**src/rtl/network_mmio_bridge.sv**
```systemverilog
// network_mmio_bridge: PicoRV32 look-ahead bus window onto one Hoplite port.
// The CPU fills a staging packet register and commits it into a TX FIFO.
// Received packets queue in an RX FIFO; the CPU reads the head fields, then pops.
// Optional build macro NETWORK_MMIO_COUNTERS_EN adds tx_sent, rx_received and
// rx_backpressure counters at offsets 0x44, 0x48 and 0x4C.
// Handshakes: a beat moves on a cycle where valid and ready are both high; the
// producer holds its data stable while valid is high and ready is low.
module network_mmio_bridge #(
  parameter logic [31:0] BASE_ADDR            = 32'h1000_0100,
  parameter int          COORD_BITS           = 1,
  parameter int          MULTICAST_GROUP_BITS = 1,
  parameter int          MATRIX_TYPE_BITS     = 1,
  parameter int          MATRIX_COORD_BITS    = 8,
  parameter int          MATRIX_ELEMENT_BITS  = 32,
  parameter int          TX_DEPTH             = 4,
  parameter int          RX_DEPTH             = 4,
  // Derived; leave at its default.
  parameter int          PACKET_BITS          = 2*COORD_BITS + MULTICAST_GROUP_BITS + 2 +
                                                MATRIX_TYPE_BITS + 2*MATRIX_COORD_BITS +
                                                MATRIX_ELEMENT_BITS
) (
  input  logic                   clk,
  input  logic                   reset_n,
  input  logic                   bus_write,
  input  logic                   bus_read,
  input  logic [31:0]            bus_addr,
  input  logic [31:0]            bus_wdata,
  output logic                   bus_hit,
  output logic [31:0]            bus_rdata,
  output logic [PACKET_BITS-1:0] tx_packet,
  output logic                   tx_valid,
  input  logic                   tx_ready,
  input  logic [PACKET_BITS-1:0] rx_packet,
  input  logic                   rx_valid,
  output logic                   rx_ready,
  output logic                   rx_irq
);

  localparam int TX_AW = $clog2(TX_DEPTH);
  localparam int TX_CW = TX_AW + 1;
  localparam int RX_AW = $clog2(RX_DEPTH);
  localparam int RX_CW = RX_AW + 1;
  localparam logic [TX_CW-1:0] TX_FULL = TX_CW'(TX_DEPTH);
  localparam logic [RX_CW-1:0] RX_FULL = RX_CW'(RX_DEPTH);

  // Field positions inside a packet, counted from the LSB.
  localparam int MY_LSB   = MATRIX_ELEMENT_BITS;
  localparam int MX_LSB   = MY_LSB + MATRIX_COORD_BITS;
  localparam int TY_LSB   = MX_LSB + MATRIX_COORD_BITS;
  localparam int RES_BIT  = TY_LSB + MATRIX_TYPE_BITS;
  localparam int DONE_BIT = RES_BIT + 1;
  localparam int MC_LSB   = DONE_BIT + 1;
  localparam int RX_W     = MC_LSB + MULTICAST_GROUP_BITS;  // RX keeps everything below dest

  // Address decode: a 128-byte window, word-indexed.
  logic [31:0] w_off;
  logic [4:0]  w_word;
  logic        w_wr, w_rd, w_commit, w_pop_req, w_status_rd, w_unused;
  assign w_off       = bus_addr - BASE_ADDR;
  assign bus_hit     = (w_off[31:7] == '0);
  assign w_word      = w_off[6:2];
  assign w_wr        = bus_write && bus_hit;
  assign w_rd        = bus_read && bus_hit;
  assign w_commit    = w_wr && (w_word == 5'd8);
  assign w_pop_req   = w_wr && (w_word == 5'd16);
  assign w_status_rd = w_rd && (w_word == 5'd8);
  // Byte lane bits and incoming destination fields carry no information here.
  assign w_unused    = ^{w_off[1:0], rx_packet[PACKET_BITS-1:RX_W]};

  // Staging packet fields
  logic [COORD_BITS-1:0]           r_dest_x, r_dest_y;
  logic [MULTICAST_GROUP_BITS-1:0] r_mcast;
  logic                            r_done, r_result;
  logic [MATRIX_TYPE_BITS-1:0]     r_type;
  logic [MATRIX_COORD_BITS-1:0]    r_mx, r_my;
  logic [MATRIX_ELEMENT_BITS-1:0]  r_element;
  logic [PACKET_BITS-1:0]          w_stage_pkt;
  assign w_stage_pkt = {r_dest_x, r_dest_y, r_mcast, r_done, r_result, r_type, r_mx, r_my, r_element};

  // Field writes land in the staging registers; they persist across COMMITs.
  always_ff @(posedge clk or negedge reset_n) begin
    if (!reset_n) begin
      r_dest_x <= '0; r_dest_y <= '0; r_mcast <= '0; r_done <= 1'b0;
      r_result <= 1'b0; r_type <= '0; r_mx <= '0; r_my <= '0; r_element <= '0;
    end else if (w_wr) begin
      case (w_word)
        5'd0: r_dest_x  <= bus_wdata[COORD_BITS-1:0];
        5'd1: r_dest_y  <= bus_wdata[COORD_BITS-1:0];
        5'd2: r_mcast   <= bus_wdata[MULTICAST_GROUP_BITS-1:0];
        5'd3: begin r_done <= bus_wdata[0]; r_result <= bus_wdata[1]; end
        5'd4: r_type    <= bus_wdata[MATRIX_TYPE_BITS-1:0];
        5'd5: r_mx      <= bus_wdata[MATRIX_COORD_BITS-1:0];
        5'd6: r_my      <= bus_wdata[MATRIX_COORD_BITS-1:0];
        5'd7: r_element <= bus_wdata[MATRIX_ELEMENT_BITS-1:0];
        default: ;
      endcase
    end
  end

  // TX FIFO. Fullness is the registered count, so a same-cycle dequeue
  // never makes room for a COMMIT.
  logic [PACKET_BITS-1:0] r_tx_mem [TX_DEPTH];
  logic [TX_AW-1:0]       r_tx_wr, r_tx_rd;
  logic [TX_CW-1:0]       r_tx_count, w_tx_count_nxt;
  logic                   w_tx_full, w_tx_push, w_tx_pop, r_tx_ovf;
  assign w_tx_full = (r_tx_count == TX_FULL);
  assign w_tx_push = w_commit && !w_tx_full;
  assign tx_valid  = (r_tx_count != '0);
  assign w_tx_pop  = tx_valid && tx_ready;
  assign tx_packet = tx_valid ? r_tx_mem[r_tx_rd] : '0;

  // TX storage write
  always_ff @(posedge clk) begin
    if (w_tx_push) r_tx_mem[r_tx_wr] <= w_stage_pkt;
  end

  // TX occupancy after this cycle's push/pop
  always_comb begin
    w_tx_count_nxt = r_tx_count;
    if (w_tx_push && !w_tx_pop)      w_tx_count_nxt = r_tx_count + TX_CW'(1);
    else if (!w_tx_push && w_tx_pop) w_tx_count_nxt = r_tx_count - TX_CW'(1);
  end

  // TX pointers, count and sticky overflow (a new overflow beats a STATUS-read clear)
  always_ff @(posedge clk or negedge reset_n) begin
    if (!reset_n) begin
      r_tx_wr <= '0; r_tx_rd <= '0; r_tx_count <= '0; r_tx_ovf <= 1'b0;
    end else begin
      if (w_tx_push) r_tx_wr <= r_tx_wr + TX_AW'(1);
      if (w_tx_pop)  r_tx_rd <= r_tx_rd + TX_AW'(1);
      r_tx_count <= w_tx_count_nxt;
      if (w_commit && w_tx_full) r_tx_ovf <= 1'b1;
      else if (w_status_rd)      r_tx_ovf <= 1'b0;
    end
  end

  // RX FIFO. A POP in the same cycle frees the head slot, so a full FIFO
  // still accepts a packet on a POP cycle.
  logic [RX_W-1:0]  r_rx_mem [RX_DEPTH];
  logic [RX_AW-1:0] r_rx_wr, r_rx_rd;
  logic [RX_CW-1:0] r_rx_count, w_rx_count_nxt;
  logic             w_rx_avail, w_rx_pop, w_rx_push, r_rx_irq;
  logic [RX_W-1:0]  w_rx_head;
  assign w_rx_avail = (r_rx_count != '0);
  assign w_rx_pop   = w_pop_req && w_rx_avail;
  assign rx_ready   = (r_rx_count != RX_FULL) || w_rx_pop;
  assign w_rx_push  = rx_valid && rx_ready;
  assign w_rx_head  = w_rx_avail ? r_rx_mem[r_rx_rd] : '0;
  assign rx_irq     = r_rx_irq;

  // RX storage write
  always_ff @(posedge clk) begin
    if (w_rx_push) r_rx_mem[r_rx_wr] <= rx_packet[RX_W-1:0];
  end

  // RX occupancy after this cycle's push/pop
  always_comb begin
    w_rx_count_nxt = r_rx_count;
    if (w_rx_push && !w_rx_pop)      w_rx_count_nxt = r_rx_count + RX_CW'(1);
    else if (!w_rx_push && w_rx_pop) w_rx_count_nxt = r_rx_count - RX_CW'(1);
  end

  // RX pointers, count and the registered non-empty interrupt
  always_ff @(posedge clk or negedge reset_n) begin
    if (!reset_n) begin
      r_rx_wr <= '0; r_rx_rd <= '0; r_rx_count <= '0; r_rx_irq <= 1'b0;
    end else begin
      if (w_rx_push) r_rx_wr <= r_rx_wr + RX_AW'(1);
      if (w_rx_pop)  r_rx_rd <= r_rx_rd + RX_AW'(1);
      r_rx_count <= w_rx_count_nxt;
      r_rx_irq   <= (w_rx_count_nxt != '0);
    end
  end

`ifdef NETWORK_MMIO_COUNTERS_EN
  logic [31:0] r_tx_sent, r_rx_received, r_rx_bp;
  logic        w_cnt_clr;
  assign w_cnt_clr = w_wr && (w_word == 5'd17);

  // Event counters; a write to 0x44 clears all three and wins over an increment
  always_ff @(posedge clk or negedge reset_n) begin
    if (!reset_n) begin
      r_tx_sent <= '0; r_rx_received <= '0; r_rx_bp <= '0;
    end else if (w_cnt_clr) begin
      r_tx_sent <= '0; r_rx_received <= '0; r_rx_bp <= '0;
    end else begin
      if (w_tx_pop)             r_tx_sent     <= r_tx_sent + 32'd1;
      if (w_rx_push)            r_rx_received <= r_rx_received + 32'd1;
      if (rx_valid && !rx_ready) r_rx_bp       <= r_rx_bp + 32'd1;
    end
  end
`endif

  logic [31:0] w_status, w_rdata;
  logic [31:0] r_rdata;
  assign w_status  = {8'd0, 8'(r_rx_count), 8'(r_tx_count), 5'd0, r_tx_ovf, w_rx_avail, !w_tx_full};
  assign bus_rdata = r_rdata;

  // Read mux: staging readback, STATUS, RX head fields, optional counters
  always_comb begin
    w_rdata = '0;
    case (w_word)
      5'd0:  w_rdata = 32'(r_dest_x);
      5'd1:  w_rdata = 32'(r_dest_y);
      5'd2:  w_rdata = 32'(r_mcast);
      5'd3:  w_rdata = 32'({r_result, r_done});
      5'd4:  w_rdata = 32'(r_type);
      5'd5:  w_rdata = 32'(r_mx);
      5'd6:  w_rdata = 32'(r_my);
      5'd7:  w_rdata = 32'(r_element);
      5'd8:  w_rdata = w_status;
      5'd9:  w_rdata = 32'(w_rx_head[MC_LSB +: MULTICAST_GROUP_BITS]);
      5'd10: w_rdata = 32'({w_rx_head[RES_BIT], w_rx_head[DONE_BIT]});
      5'd11: w_rdata = 32'(w_rx_head[TY_LSB +: MATRIX_TYPE_BITS]);
      5'd12: w_rdata = 32'(w_rx_head[MX_LSB +: MATRIX_COORD_BITS]);
      5'd13: w_rdata = 32'(w_rx_head[MY_LSB +: MATRIX_COORD_BITS]);
      5'd14: w_rdata = 32'(w_rx_head[MATRIX_ELEMENT_BITS-1:0]);
`ifdef NETWORK_MMIO_COUNTERS_EN
      5'd17: w_rdata = r_tx_sent;
      5'd18: w_rdata = r_rx_received;
      5'd19: w_rdata = r_rx_bp;
`endif
      default: ;
    endcase
  end

  // Read data register: loads on a window read, otherwise holds
  always_ff @(posedge clk or negedge reset_n) begin
    if (!reset_n)  r_rdata <= '0;
    else if (w_rd) r_rdata <= w_rdata;
  end

endmodule

```
**config.mk**
```make
export PLATFORM = sky130hd
export DESIGN_NAME = network_mmio_bridge
export DESIGN_NICKNAME = d
export VERILOG_FILES = /design/src/rtl/network_mmio_bridge.sv
export SDC_FILE = /design/constraint.sdc
export NUM_CORES = 1
export LEC_CHECK = 0
export ABC_AREA = 0
export ABC_CLOCK_PERIOD_IN_PS = 7740
export CAP_MARGIN = 20
export CORE_MARGIN = 2
export CORE_UTILIZATION = 55
export DETAILED_ROUTE_END_ITERATION = 7
export PLACE_DENSITY = 0.78
export REMOVE_ABC_BUFFERS = 1
export SETUP_SLACK_MARGIN = 0.4
export SLEW_MARGIN = 20
export SYNTH_ARGS = -nofsm -noshare
export SYNTH_HDL_FRONTEND = slang
export SYNTH_SLANG_ARGS = --single-unit
```
**constraint.sdc**
```tcl
create_clock -name clk -period 7.74 [get_ports clk]
set_input_delay 1.548 -clock clk [delete_from_list [all_inputs] [get_ports clk]]
set_output_delay 1.548 -clock clk [all_outputs]
set_load 0.05 [all_outputs]
```
==> Word-level counts from Yosys, hierarchy flattened <==
Memories as Yosys holds them, arrays and structs flattened.
Index checks and enable logic that the tools add are counted.
{ "classes": {"addsub": 9, "n_eq_ne": 17, "n_mux": 13, "n_reduce_logical": 35} }
{ "ops": {"columns": ["op", "count"], "rows": [
  ["$pmux 32 s15", 1],
  ["$mux 54", 1],
  ["$mux 52", 1],
  ["$eq 5x4->1 const B", 7],
  ["$sub 32x29->32 const B", 1],
  ["$logic_not 25->1", 1],
  ["$eq 5x3->1 const B", 4],
  ["$reduce_and 2->1", 8],
  ["$logic_and 1x1->1", 14],
  ["$mux 3", 4],
  ["$eq 5x2->1 const B", 2],
  ["$reduce_bool 3->1", 3],
  ["$add 2x1->2 const B", 4],
  ["$add 3x1->3 const B", 2],
  ["$mux 1", 6],
  ["$sub 3x1->3 const B", 2],
  ["$eq 5x1->1 const B", 1],
  ["$eq 5x5->1 const B", 1],
  ["$logic_not 1->1", 5],
  ["$logic_not 5->1", 1],
  ["$reduce_bool 2->1", 2],
  ["$eq 3x3->1 const B", 1],
  ["$ne 3x3->1 const B", 1],
  ["$logic_or 1x1->1", 1]
]} }
{ "word_totals": {"reg_bits": 102, "mem_bits_rw": 424, "out_inout_bits": 90, "n_memories": 2} }
{ "mem_list": {"columns": ["memory", "depth", "width", "read_ports", "rd_ports_with_merged_regs", "write_ports", "line_no", "rtl"], "rows": [
  ["r_tx_mem", 4, 54, 1, 0, 1, "102", "logic [PACKET_BITS-1:0] r_tx_mem [TX_DEPTH];"],
  ["r_rx_mem", 4, 52, 1, 0, 1, "139", "logic [RX_W-1:0] r_rx_mem [RX_DEPTH];"]
]} }

==> Logic depth before layout (Yosys ltp) <==
Gate-level depths: netlist of run 1.
{ "depth": {"word_depth": 12, "depth_mapped": 15} }

==> Worst setup path after synthesis of run 1 <==
No wires, ideal clock.
{ "synth_timing": {"kind": "input to register", "from": "in bus_addr[8]", "to": "mem r_tx_mem[0][0] (netlist name) (enable)", "setup_ns": 0.417, "arrival_ns": 5.753, "required_ns": 7.323, "setup_slack_ns": 1.570, "cell_stages": 10, "path_cell_list": "inv_1 ha_1 nor3b_2 nand3_1 o41ai_2 o2111ai_1 nor3_1 nand2_1 nor2_1 and2_1"} }
{ "synth_via": {"elab_chain_cells": 7} }
{ "synth_rtl": {"columns": ["element", "line_no", "rtl"], "rows": [
  ["from (decl)", "26", "input logic [31:0] bus_addr,"],
  ["$sub 32x29->32", "59", "assign w_off = bus_addr - BASE_ADDR;"],
  ["$logic_not 25->1", "60", "assign bus_hit = (w_off[31:7] == '0);"],
  ["net bus_hit", "28", "output logic bus_hit,"],
  ["$logic_and 1x1->1", "62", "assign w_wr = bus_write && bus_hit;"],
  ["$logic_and 1x1->1", "64", "assign w_commit = w_wr && (w_word == 5'd8);"],
  ["$logic_and 1x1->1", "107", "assign w_tx_push = w_commit && !w_tx_full;"],
  ["net w_tx_push", "105", "logic w_tx_full, w_tx_push, w_tx_pop, r_tx_ovf;"],
  ["$mux 1", "114", "if (w_tx_push) r_tx_mem[r_tx_wr] <= w_stage_pkt;"],
  ["$mux 1 (not written as such)", "114", null],
  ["to (decl)", "102", null]
]} }
The timed path passes the listed nets, and every way through them passes these cells.

==> Worst setup path after layout of run 1 <==
{ "layout_timing": {"from": "in bus_addr[8]", "to": "out rx_ready"} }
{ "layout_via": {"elab_chain_cells": 6} }
{ "layout_rtl": {"columns": ["element", "line_no", "rtl"], "rows": [
  ["$sub 32x29->32", "59", null],
  ["$logic_not 25->1", "60", null],
  ["$logic_and 1x1->1", "62", null],
  ["$logic_and 1x1->1", "65", "assign w_pop_req = w_wr && (w_word == 5'd16);"],
  ["$logic_and 1x1->1", "145", "assign w_rx_pop = w_pop_req && w_rx_avail;"],
  ["$logic_or 1x1->1", "146", "assign rx_ready = (r_rx_count != RX_FULL) || w_rx_pop;"],
  ["to (decl)", "35", "output logic rx_ready,"]
]} }
Every way passes these cells.

==> results of run 1 <==
[path summary, 6_finish.rpt]
check,cells after the start,slack [ns],start,end
max,11,1.36,bus_addr[8],rx_ready
min,2,0.48,bus_rdata[18],bus_rdata[18]
max reg2reg,7,4.78,r_rx_count[0],r_rx_mem[1][44]
min reg2reg,2,0.48,bus_rdata[18],bus_rdata[18]
max in group asynchronous,2,5.38,reset_n,r_rx_rd[0]
min in group asynchronous,1,0.98,reset_n,bus_rdata[25]
[area by class of cell]
cell class,count,share of cell area
clock inverters,29,0.01073
flip-flops and latches,526,0.6016
repair buffers,233,0.08943
multi-input cells,516,0.2150
inverters,24,0.003544
diodes,2,0.0001969
clock buffers,65,0.05434
well taps,511,0.02515
[layout by cell type, fill, tap and decap left out, drive strengths merged, types with 6 or more instances in the layout]
cell	instances
clkdlybuf4s50	208
nand2	58
edfxtp	424
nor3	8
nand3	10
a21oi	7
a22o	6
nor2	17
mux2i	11
nor4b	6
dfrtp	102
clkbuf	65
xnor2	9
inv	24
mux2	59
nor2b	6
and2	59
o21ai	37
clkinv	22
and3	6
ha	13
o22ai	9
a222oi	6
buf	25
a22oi	25
mux4	106
[worst max-delay path: stages]
cell             delay, ns
clkdlybuf4s50_1       0.46
inv_1                 0.08
ha_1                  0.17
nor3b_2               0.33
nand3_1               0.19
o41ai_2               0.44
o211ai_1              0.20
nor4_2                0.25
buf_4                 0.21
or2_2                 0.12
clkdlybuf4s50_1       0.82
[sequential cells by signal, summed over array words and instances, names as in the netlist]
| name | cells |
|---|---|
| r_dest_x | 1 |
| r_tx_wr | 2 |
| r_rx_rd | 2 |
| r_my | 8 |
| r_tx_mem | 216 |
| r_dest_y | 1 |
| bus_rdata | 32 |
| r_mx | 8 |
| rx_irq | 1 |
| r_result | 1 |
| r_done | 1 |
| r_rx_count | 3 |
| r_tx_rd | 2 |
| r_rx_mem | 208 |
| r_tx_count | 3 |
| r_tx_ovf | 1 |
| r_element | 32 |
| r_rx_wr | 2 |
| r_mcast | 1 |
| r_type | 1 |
[power breakdown]
group | internal (µW) | switching [µW] | total (µW)
combinational | 197 | 314 | 511
clock | 1430 | 1010 | 2440
sequential | 3300 | 59.8 | 3360
total | 4930 | 1390 | 6310
[metrics by stage]
stage          instance area, µm²  utilization
2_1_floorplan               20800            -
3_3_place_gp                23750       0.6306
3_5_place_dp                23750       0.6306
4_1_cts                     25410       0.6745
5_1_grt                     25420       0.6748
6_report                    25420       0.6749
[kinds of logic (layout without fill, tap and decap cells)]
family | after synthesis | in the layout | synth area share
compound gates | 122 | 122 | 0.04030
xor+xnor | 12 | 12 | 0.004994
fa+ha+maj | 14 | 14 | 0.008679
buf+inv | 80 | 351 | 0.01623
flops | 526 | 526 | 0.7262
mux | 176 | 176 | 0.1506
other cells | 0 | 2 | 0
simple gates | 192 | 192 | 0.05303
[layer usage]
layer,global-route usage,wire (µm),vias to the layer above
met5,0,12,-
met4,0.09438,1520,2
met3,0.04354,2775,84
met2,0.3724,22120,370
met1,0.3174,18310,5730
li1,-,-,4940
==> results by group, run 1 <==
Timing
  – Final worst path period share: 0.8243
  – Slew Viols, Final: 0
  – Fin Hold WS: 0.4806 ns
  – Worst slew pin tran: 1.024 ns
  – Fmax: 0.1567 GHz
  – Setup clock skew after layout: 0.01099 ns
  – Setup_tns: 0 ns
  – Relative slew slack: 0.3172
  – Setup ws final: 1.360 ns
  – RSZ-0062 raised after global routing: false
  – Final hold violations: 0
  – Tmin final: 6.380 ns
  – Setup-failing EPs final: 0

Drt
  – Detailed Routing Iterations Pass 1: 6
  – DRT iter0 DRCs: 947
  – Avg WL per Cell: 23.47 µm
  – DRC viols: 0
  – Vias per inst: 5.837
  – Final WL: 44740 µm
  – Vias: 11130
  – DRT antenna net count: 0

CTS
  – Clk buf depth: 3
  – CTS Buf Count: 51
  – Clock Sink Count: 526
  – Cts repair resizes: 0
  – CTS clk-pin slew, worst paths: 0.06 ns
  – CTS Hold Bufs: 0
  – Root Driver: clkbuf_16
  – Post-CTS setup buffer count: 0
  – CTS tree: built
  – Clk Latency, worst-skew pair: 0.58 ns
  – H-Tree Depth: 2

Synthesis
  – Most common cell in the netlist: edfxtp_1
  – Yosys top cell area share: 0.6049
  – Unique cell type count in the Yosys netlist: 66
  – Yosys top cell by area: edfxtp_1
  – Top post-synthesis cells by area: edfxtp_1 (60%), dfrtp_1 (12%), mux4_2 (11%), mux2_2 (3.0%), and2_1 (1.7%)
  – Post-Syn Area: 0.02105 mm²
  – Synthesized flop and latch total: 526
  – Most used flip-flop cell after synthesis: edfxtp_1
  – Number of synthesized flops with an enable pin: 424
  – Register area share after synthesis: 0.7262
  – Async SR Flop Fraction: 0.1939
  – Synth Warn #: 0
  – Synth top cells by count: edfxtp_1 (424), mux4_2 (106), dfrtp_1 (102)
  – Synth Instances: 1122
  – Syn_area_per_cell: 18.76 µm²

Critical path
  – Setup crit start kind: input pin
  – Critical path class: input pin to output pin
  – Worst Path Arrival: 4.83 ns
  – Critical path peak fanout: 9
  – Worst path required time: 6.19 ns
  – Crit end category: output pin

Final layout
  – Fill cell count: 2549
  – Post-Layout Cell Count: 1906
  – Storage cell area: 0.01529 mm²
  – Syn-to-layout area delta: 20.78%
  – Ratio of cells with drive above 1 in the final layout: 0.2161
  – Area of the multi-input gates: 0.005465 mm²
  – Nets@finish: 1490

Global routing
  – Initial antenna violation count: 2
  – First-pass GRT wire length: 67400 µm
  – Largest net degree at the start of global routing: 66
  – GRT Total Usage: 0.2318
  – Vias in the first global route: 11450
  – Total grt overflow: 0

Die
  – Initial Utilization: 0.5588
  – Die Y: 199.6 µm
  – Core box area: 0.03767 mm²
  – IO Pins: 214
  – Die width: 199.6 µm
  – Die ar.: 0.03985 mm²
  – Number of core rows: 71

Flow run
  – Maximum Capacitance Violations: 0

Outcome
  – Run status: finished, final reports clean

Placed design
  – GPL Wtd Cong: 0.8351
  – DP HPWL: 28360 µm
  – Pre-CTS WS: 1.419 ns
  – # port buffers: 209
  – Placed Cells: 1809

Pwr
  – Maximum VDD drop: 0.2108 mV
  – Total power: 6310 µW
  – PwrDens: 248.2 mW/mm²
  – Leak: 0.009289 µW

Hold path
  – Worst Hold Class: flop to flop
Note: power is estimated with default switching activity, not from simulation.
==> run 2, diff against run 1 <==
--- a/config.mk
+++ b/config.mk
@@ -6,7 +6,7 @@
 export NUM_CORES = 1
 export LEC_CHECK = 0
 export ABC_AREA = 0
-export ABC_CLOCK_PERIOD_IN_PS = 7740
+export ABC_CLOCK_PERIOD_IN_PS = 6400
 export CAP_MARGIN = 20
 export CORE_MARGIN = 2
 export CORE_UTILIZATION = 55
==> constraint.sdc (replaced) <==
create_clock -name clk -period 6.4 [get_ports clk]
set_input_delay 1.28 -clock clk [delete_from_list [all_inputs] [get_ports clk]]
set_output_delay 1.28 -clock clk [all_outputs]
set_load 0.05 [all_outputs]
==> run 2 against run 1 <==
  * Total power increased by 20%
  * Die area unchanged
  * Critical path type unchanged
  * Wire length decreased by 0.11%
  * Sequential share of layout area increased by 0.062 points
  * Final cell count decreased by 0.26%
==> results by group, run 2 (synthesis gave the netlist of run 1 again) <==
Final layout
  – Nets@finish: 1485
  – Finished Core Util: 0.6742
  – Top reg by flops: r_tx_mem
  – Syn-to-layout area delta: 20.66%
  – Most frequent cells in the layout: edfxtp_1 (424), clkdlybuf4s50_1 (206), mux4_2 (106), dfrtp_1 (98)
  – Commonest non-fill, non-tap cell in the layout: edfxtp_1
  – Ratio of cells with drive above 1 in the final layout: 0.2109
  – Largest register FFs: 216
  – Top Registers: r_tx_mem (216), r_rx_mem (208)

Global routing
  – GRT Total Usage: 0.2306
  – Top Usage Layer GRT: met2
  – Grt met3 use: 0.04743
  – Met2 usage: 0.3727
  – Vias in the first global route: 11200
  – Total grt overflow: 0
  – Initial antenna violation count: 0
  – Met1 Track Usage GR: 0.3204
  – Largest net degree at the start of global routing: 66
  – First-pass GRT wire length: 67430 µm

Pwr
  – Leak: 0.009280 µW
  – Maximum VDD drop: 0.2448 mV
  – PwrDens: 297.6 mW/mm²

Die
  – Number of core rows: 71
  – Die Y: 199.6 µm
  – Die ar.: 0.03985 mm²
  – Core box area: 0.03767 mm²
  – IO Pins: 214
  – Die width: 199.6 µm
  – Initial Utilization: 0.5588

Placed design
  – DP HPWL: 27310 µm
  – # port buffers: 209
  – GPL Wtd Cong: 0.8810
  – Pre-CTS WS: 0.5543 ns

Flow run
  – Maximum Capacitance Violations: 0

Timing
  – Worst slew pin tran: 1.054 ns
  – Fin Hold WS: 0.4800 ns
  – Fmax: 0.1821 GHz
  – Relative slew slack: 0.2971
  – Setup_tns: 0 ns
  – RSZ-0062 raised after global routing: false
  – Final worst path period share: 0.8581
  – Setup-failing EPs final: 0
  – Setup ws final: 0.9083 ns
  – Final hold violations: 0
  – Tmin final: 5.492 ns
  – Slew Viols, Final: 0
  – Setup clock skew after layout: 0.01186 ns

Critical path
  – Worst Path Arrival: 4.21 ns
  – Critical path class: input pin to output pin
  – Setup crit start kind: input pin
  – Critical path peak fanout: 9
  – Crit end category: output pin
  – Worst path required time: 5.12 ns

Drt
  – Avg WL per Cell: 23.51 µm
  – DRT iter0 DRCs: 863
  – Vias per inst: 5.816
  – DRC viols: 0
  – DRT antenna net count: 0
  – Vias: 11060
  – Final WL: 44690 µm
  – Detailed Routing Iterations Pass 1: 5

Outcome
  – Run status: finished, final reports clean

CTS
  – Clock Sink Count: 526
  – CTS tree: built
  – CTS Hold Bufs: 0
  – H-Tree Depth: 2
  – CTS clk-pin slew, worst paths: 0.06 ns
  – CTS Buf Count: 50
  – Root Driver: clkbuf_16
  – Clk Latency, worst-skew pair: 0.58 ns
  – Clk buf depth: 3

Hold path
  – Worst Hold Class: flop to flop
[run 2: power by group]
group	total [µW]	internal, µW	switching, µW
Clock	2870	1660	1210
Sequential	4070	3990	75.5
Combinational	619	237	382
[run 2: final timing paths]
check,slack [ns],depth (start not counted),from,end
setup / recovery,0.91,11,bus_addr[8],rx_ready
hold / removal,0.48,2,bus_rdata[29],bus_rdata[29]
min in group asynchronous,0.72,1,reset_n,r_element[31]
hold reg to reg,0.48,2,bus_rdata[29],bus_rdata[29]
setup reg to reg,3.45,6,r_rx_rd[0],bus_rdata[4]
max in group asynchronous,4.32,2,reset_n,r_rx_rd[0]
[run 2: per-stage QoR]
step                      std cells  power [µW]  cell area (µm²)
after floorplan                1066        4461            20800
after global placement         1806        4731            23780
after detailed placement       1806        4764            23780
after CTS                      1900        7623            25390
after global routing           1900        7816            25390
final                          1901        7558            25400
[run 2: worst max-delay path: stages]
cell	delay (ns)
clkdlybuf4s50_1	0.47
inv_1	0.09
ha_1	0.17
nor3b_2	0.32
nand3_1	0.18
o41ai_2	0.47
o211ai_1	0.21
nor4_2	0.25
buf_4	0.21
or2_2	0.11
dlymetal6s2s_1	0.44
[run 2: metal layers]
layer | up-vias | wire length (µm) | share of wire
li1 | 4927 | - | -
met1 | 5701 | 18670 | 0.42
met2 | 355 | 22180 | 0.50
met3 | 74 | 2703 | 0.060
met4 | 0 | 1141 | 0.026
met5 | - | 0 | 0
[run 2: layout make-up]
| class | count | area (µm²) |
|---|---|---|
| Inverter | 24 | 90.09 |
| Clock inverter | 19 | 140.1 |
| Multi-Input combinational cell | 516 | 5465 |
| Fill cell | 2528 | 12270 |
| Timing Repair Buffer | 229 | 2295 |
| Sequential cell | 526 | 15290 |
| Tap cell | 511 | 639.4 |
| Antenna cell | 1 | 2.502 |
| Clock buffer | 75 | 1469 |
[run 2: repair_timing]
action	4_1_cts	5_1_grt
setup buffers	0	0
gates resized for setup	0	2
endpoints found under the setup margin	0	2
==> run 3, diff against run 2 <==
==> constraint.sdc (replaced) <==
create_clock -name clk -period 6.4 [get_ports clk]
set_input_delay 1.28 -clock clk [delete_from_list [all_inputs] [get_ports clk]]
set_output_delay 1.28 -clock clk [all_outputs]
set_load 0.01 [all_outputs]
==> run 3 against run 2 <==
  * Combinational power is 1% higher
  * Clock power is 2% higher
  * Total power is 0.90% higher
  * Core utilization is 0.32 points higher
  * Worst setup slack worse by 0.18 ns
  * Via count is 0.99% higher
  * Wire length is 1.9% lower
  * Die area stayed put
  * Global-route usage is 0.44 points lower
  * Largest power group unchanged
==> results by group, run 3 (synthesis gave the netlist of run 1 again) <==
Timing
  – Final worst path period share: 0.8860
  – RSZ-0062 raised after global routing: false
  – Final hold violations: 0
  – Tmin final: 5.671 ns
  – Relative slew slack: 0.3501
  – Slew Viols, Final: 0
  – Setup-failing EPs final: 0
  – Fmax: 0.1763 GHz
  – Fin Hold WS: 0.4789 ns
  – Setup_tns: 0 ns
  – Setup clock skew after layout: 0.01672 ns
  – Worst slew pin tran: 0.9749 ns

Final layout
  – Ratio of cells with drive above 1 in the final layout: 0.2181
  – Final Instance Area: 0.02551 mm²
  – Nets@finish: 1485
  – Top reg by flops: r_tx_mem
  – Fill cell count: 2525
  – Storage cell area: 0.01529 mm²
  – Syn-to-layout area delta: 21.22%
  – Top Registers: r_tx_mem (216), r_rx_mem (208)
  – Commonest non-fill, non-tap cell in the layout: edfxtp_1
  – Largest register FFs: 216
  – Post-Layout Cell Count: 1903
  – Most frequent cells in the layout: edfxtp_1 (424), clkdlybuf4s50_1 (208), mux4_2 (106), dfrtp_1 (98)
  – Area of the multi-input gates: 0.005470 mm²

Global routing
  – GRT Total Usage: 0.2262
  – Met1 Track Usage GR: 0.3100
  – Grt met3 use: 0.05080
  – Largest net degree at the start of global routing: 66
  – Initial antenna violation count: 3
  – Total grt overflow: 0
  – First-pass GRT wire length: 66140 µm
  – Top Usage Layer GRT: met2
  – Met2 usage: 0.3624
  – Vias in the first global route: 11200

Critical path
  – Worst Path Arrival: 4.39 ns
  – Critical path class: input pin to output pin
  – Setup crit start kind: input pin
  – Crit end category: output pin
  – Worst path required time: 5.12 ns
  – Reg2Reg Setup Slack: 3.43 ns
  – Critical path peak fanout: 9

CTS
  – CTS Hold Bufs: 0
  – CTS Buf Count: 50
  – Clk Latency, worst-skew pair: 0.58 ns
  – CTS tree: built
  – Root Driver: clkbuf_16
  – H-Tree Depth: 2
  – Post-CTS setup buffer count: 0
  – Clk buf depth: 3
  – Clock Sink Count: 526
  – Cts repair resizes: 0
  – CTS clk-pin slew, worst paths: 0.06 ns

Drt
  – DRT antenna net count: 0
  – DRC viols: 0
  – Vias per inst: 5.868
  – Avg WL per Cell: 23.04 µm
  – Detailed Routing Iterations Pass 1: 5
  – Final WL: 43840 µm
  – Vias: 11170
  – DRT iter0 DRCs: 879

Placed design
  – Placed Cells: 1806
  – DP HPWL: 27110 µm
  – Area after detailed placement: 0.02383 mm²
  – GPL Wtd Cong: 0.8800
  – # port buffers: 209

Pwr
  – PwrDens: 298.9 mW/mm²
  – Comb pwr share: 0.082
  – Total power: 7626 µW
  – Leak: 0.009307 µW
  – Clock power frac: 0.385
  – Switch share: 0.2171
  – Cell Int Power: 5970 µW
  – NetSw: 1655 µW
  – Share of total power in sequential cells: 0.533
  – Maximum VDD drop: 0.2596 mV

Outcome
  – Run status: finished, final reports clean

Die
  – IO Pins: 214
  – Number of core rows: 71
  – Die Y: 199.6 µm
  – Die ar.: 0.03985 mm²
  – Initial Utilization: 0.5588
  – Die width: 199.6 µm
  – Core box area: 0.03767 mm²

Flow run
  – Maximum Capacitance Violations: 0

Hold path
  – Worst Hold Class: flop to flop
==> run 3: cell types whose count changed in the layout (fill, tap and decap cells not counted) <==
cell,previous run,this run
clkdlybuf4s50_1,206,208
clkbuf_8,6,8
buf_4,17,13
nor2_4,0,1
nor2_2,3,2
clkinvlp_4,0,2
dlymetal6s2s_1,2,0
clkinv_2,9,13
diode_2,1,3
clkinv_1,7,5
clkbuf_1,16,8
bufinv_16,2,3
buf_12,4,8
clkinv_4,1,2
==> run 3: worst paths after layout <==
| kind | start | to | depth (start not counted) |
|---|---|---|---|
| setup / recovery | bus_addr[10] | rx_ready | 9 |
| hold / removal | bus_rdata[27] | bus_rdata[27] | 2 |
| setup reg to reg | r_rx_rd[0] | bus_rdata[4] | 6 |
| hold reg to reg | bus_rdata[27] | bus_rdata[27] | 2 |
| max in group asynchronous | reset_n | r_tx_rd[0] | 2 |
| min in group asynchronous | reset_n | r_element[25] | 1 |
==> run 3: power groups by stage <==
stage / Clock, µW / Sequential, µW / Combinational (µW)
2_1_floorplan: 0 / 4130 / 313
3_3_place_gp: 0 / 4110 / 621
3_5_place_dp: 0 / 4130 / 631
4_1_cts: 2990 / 4060 / 635
5_1_grt: 3140 / 4080 / 680
6_report: 2940 / 4060 / 625
==> run 3: stage by stage <==
step	utilization	setup WS, ns
6_report	0.6774	0.7294
5_1_grt	0.6773	0.5942
4_1_cts	0.6771	0.7919
3_5_place_dp	0.6326	0.8101
3_3_place_gp	0.6326	0.9132
2_1_floorplan	-	0.7850
==> run 3: cell type report <==
class                   count  share of cell area
well taps                 511             0.02506
inverters                  24            0.003531
multi-input cells         516              0.2144
clock buffers              69             0.05747
flip-flops and latches    526              0.5995
diodes                      3           0.0002942
clock inverters            25            0.008091
repair buffers            229             0.09170
==> run 3: layer usage <==
layer / routed length [µm] / vias to the layer above / share of wire
met5: 13 / - / 0.00030
met4: 1368 / 2 / 0.031
met3: 2947 / 87 / 0.067
met2: 21540 / 376 / 0.49
met1: 17970 / 5765 / 0.41
li1: - / 4937 / -
==> run 3: critical path: stages <==
cell and delay (ns):
clkdlybuf4s50_1 0.49, nor4_2 0.52, nand3_1 0.21, o311ai_0 0.55, o2bb2ai_1 0.29, nor4_2 0.10
buf_4 0.18, or2_2 0.27, clkdlybuf4s50_1 0.50
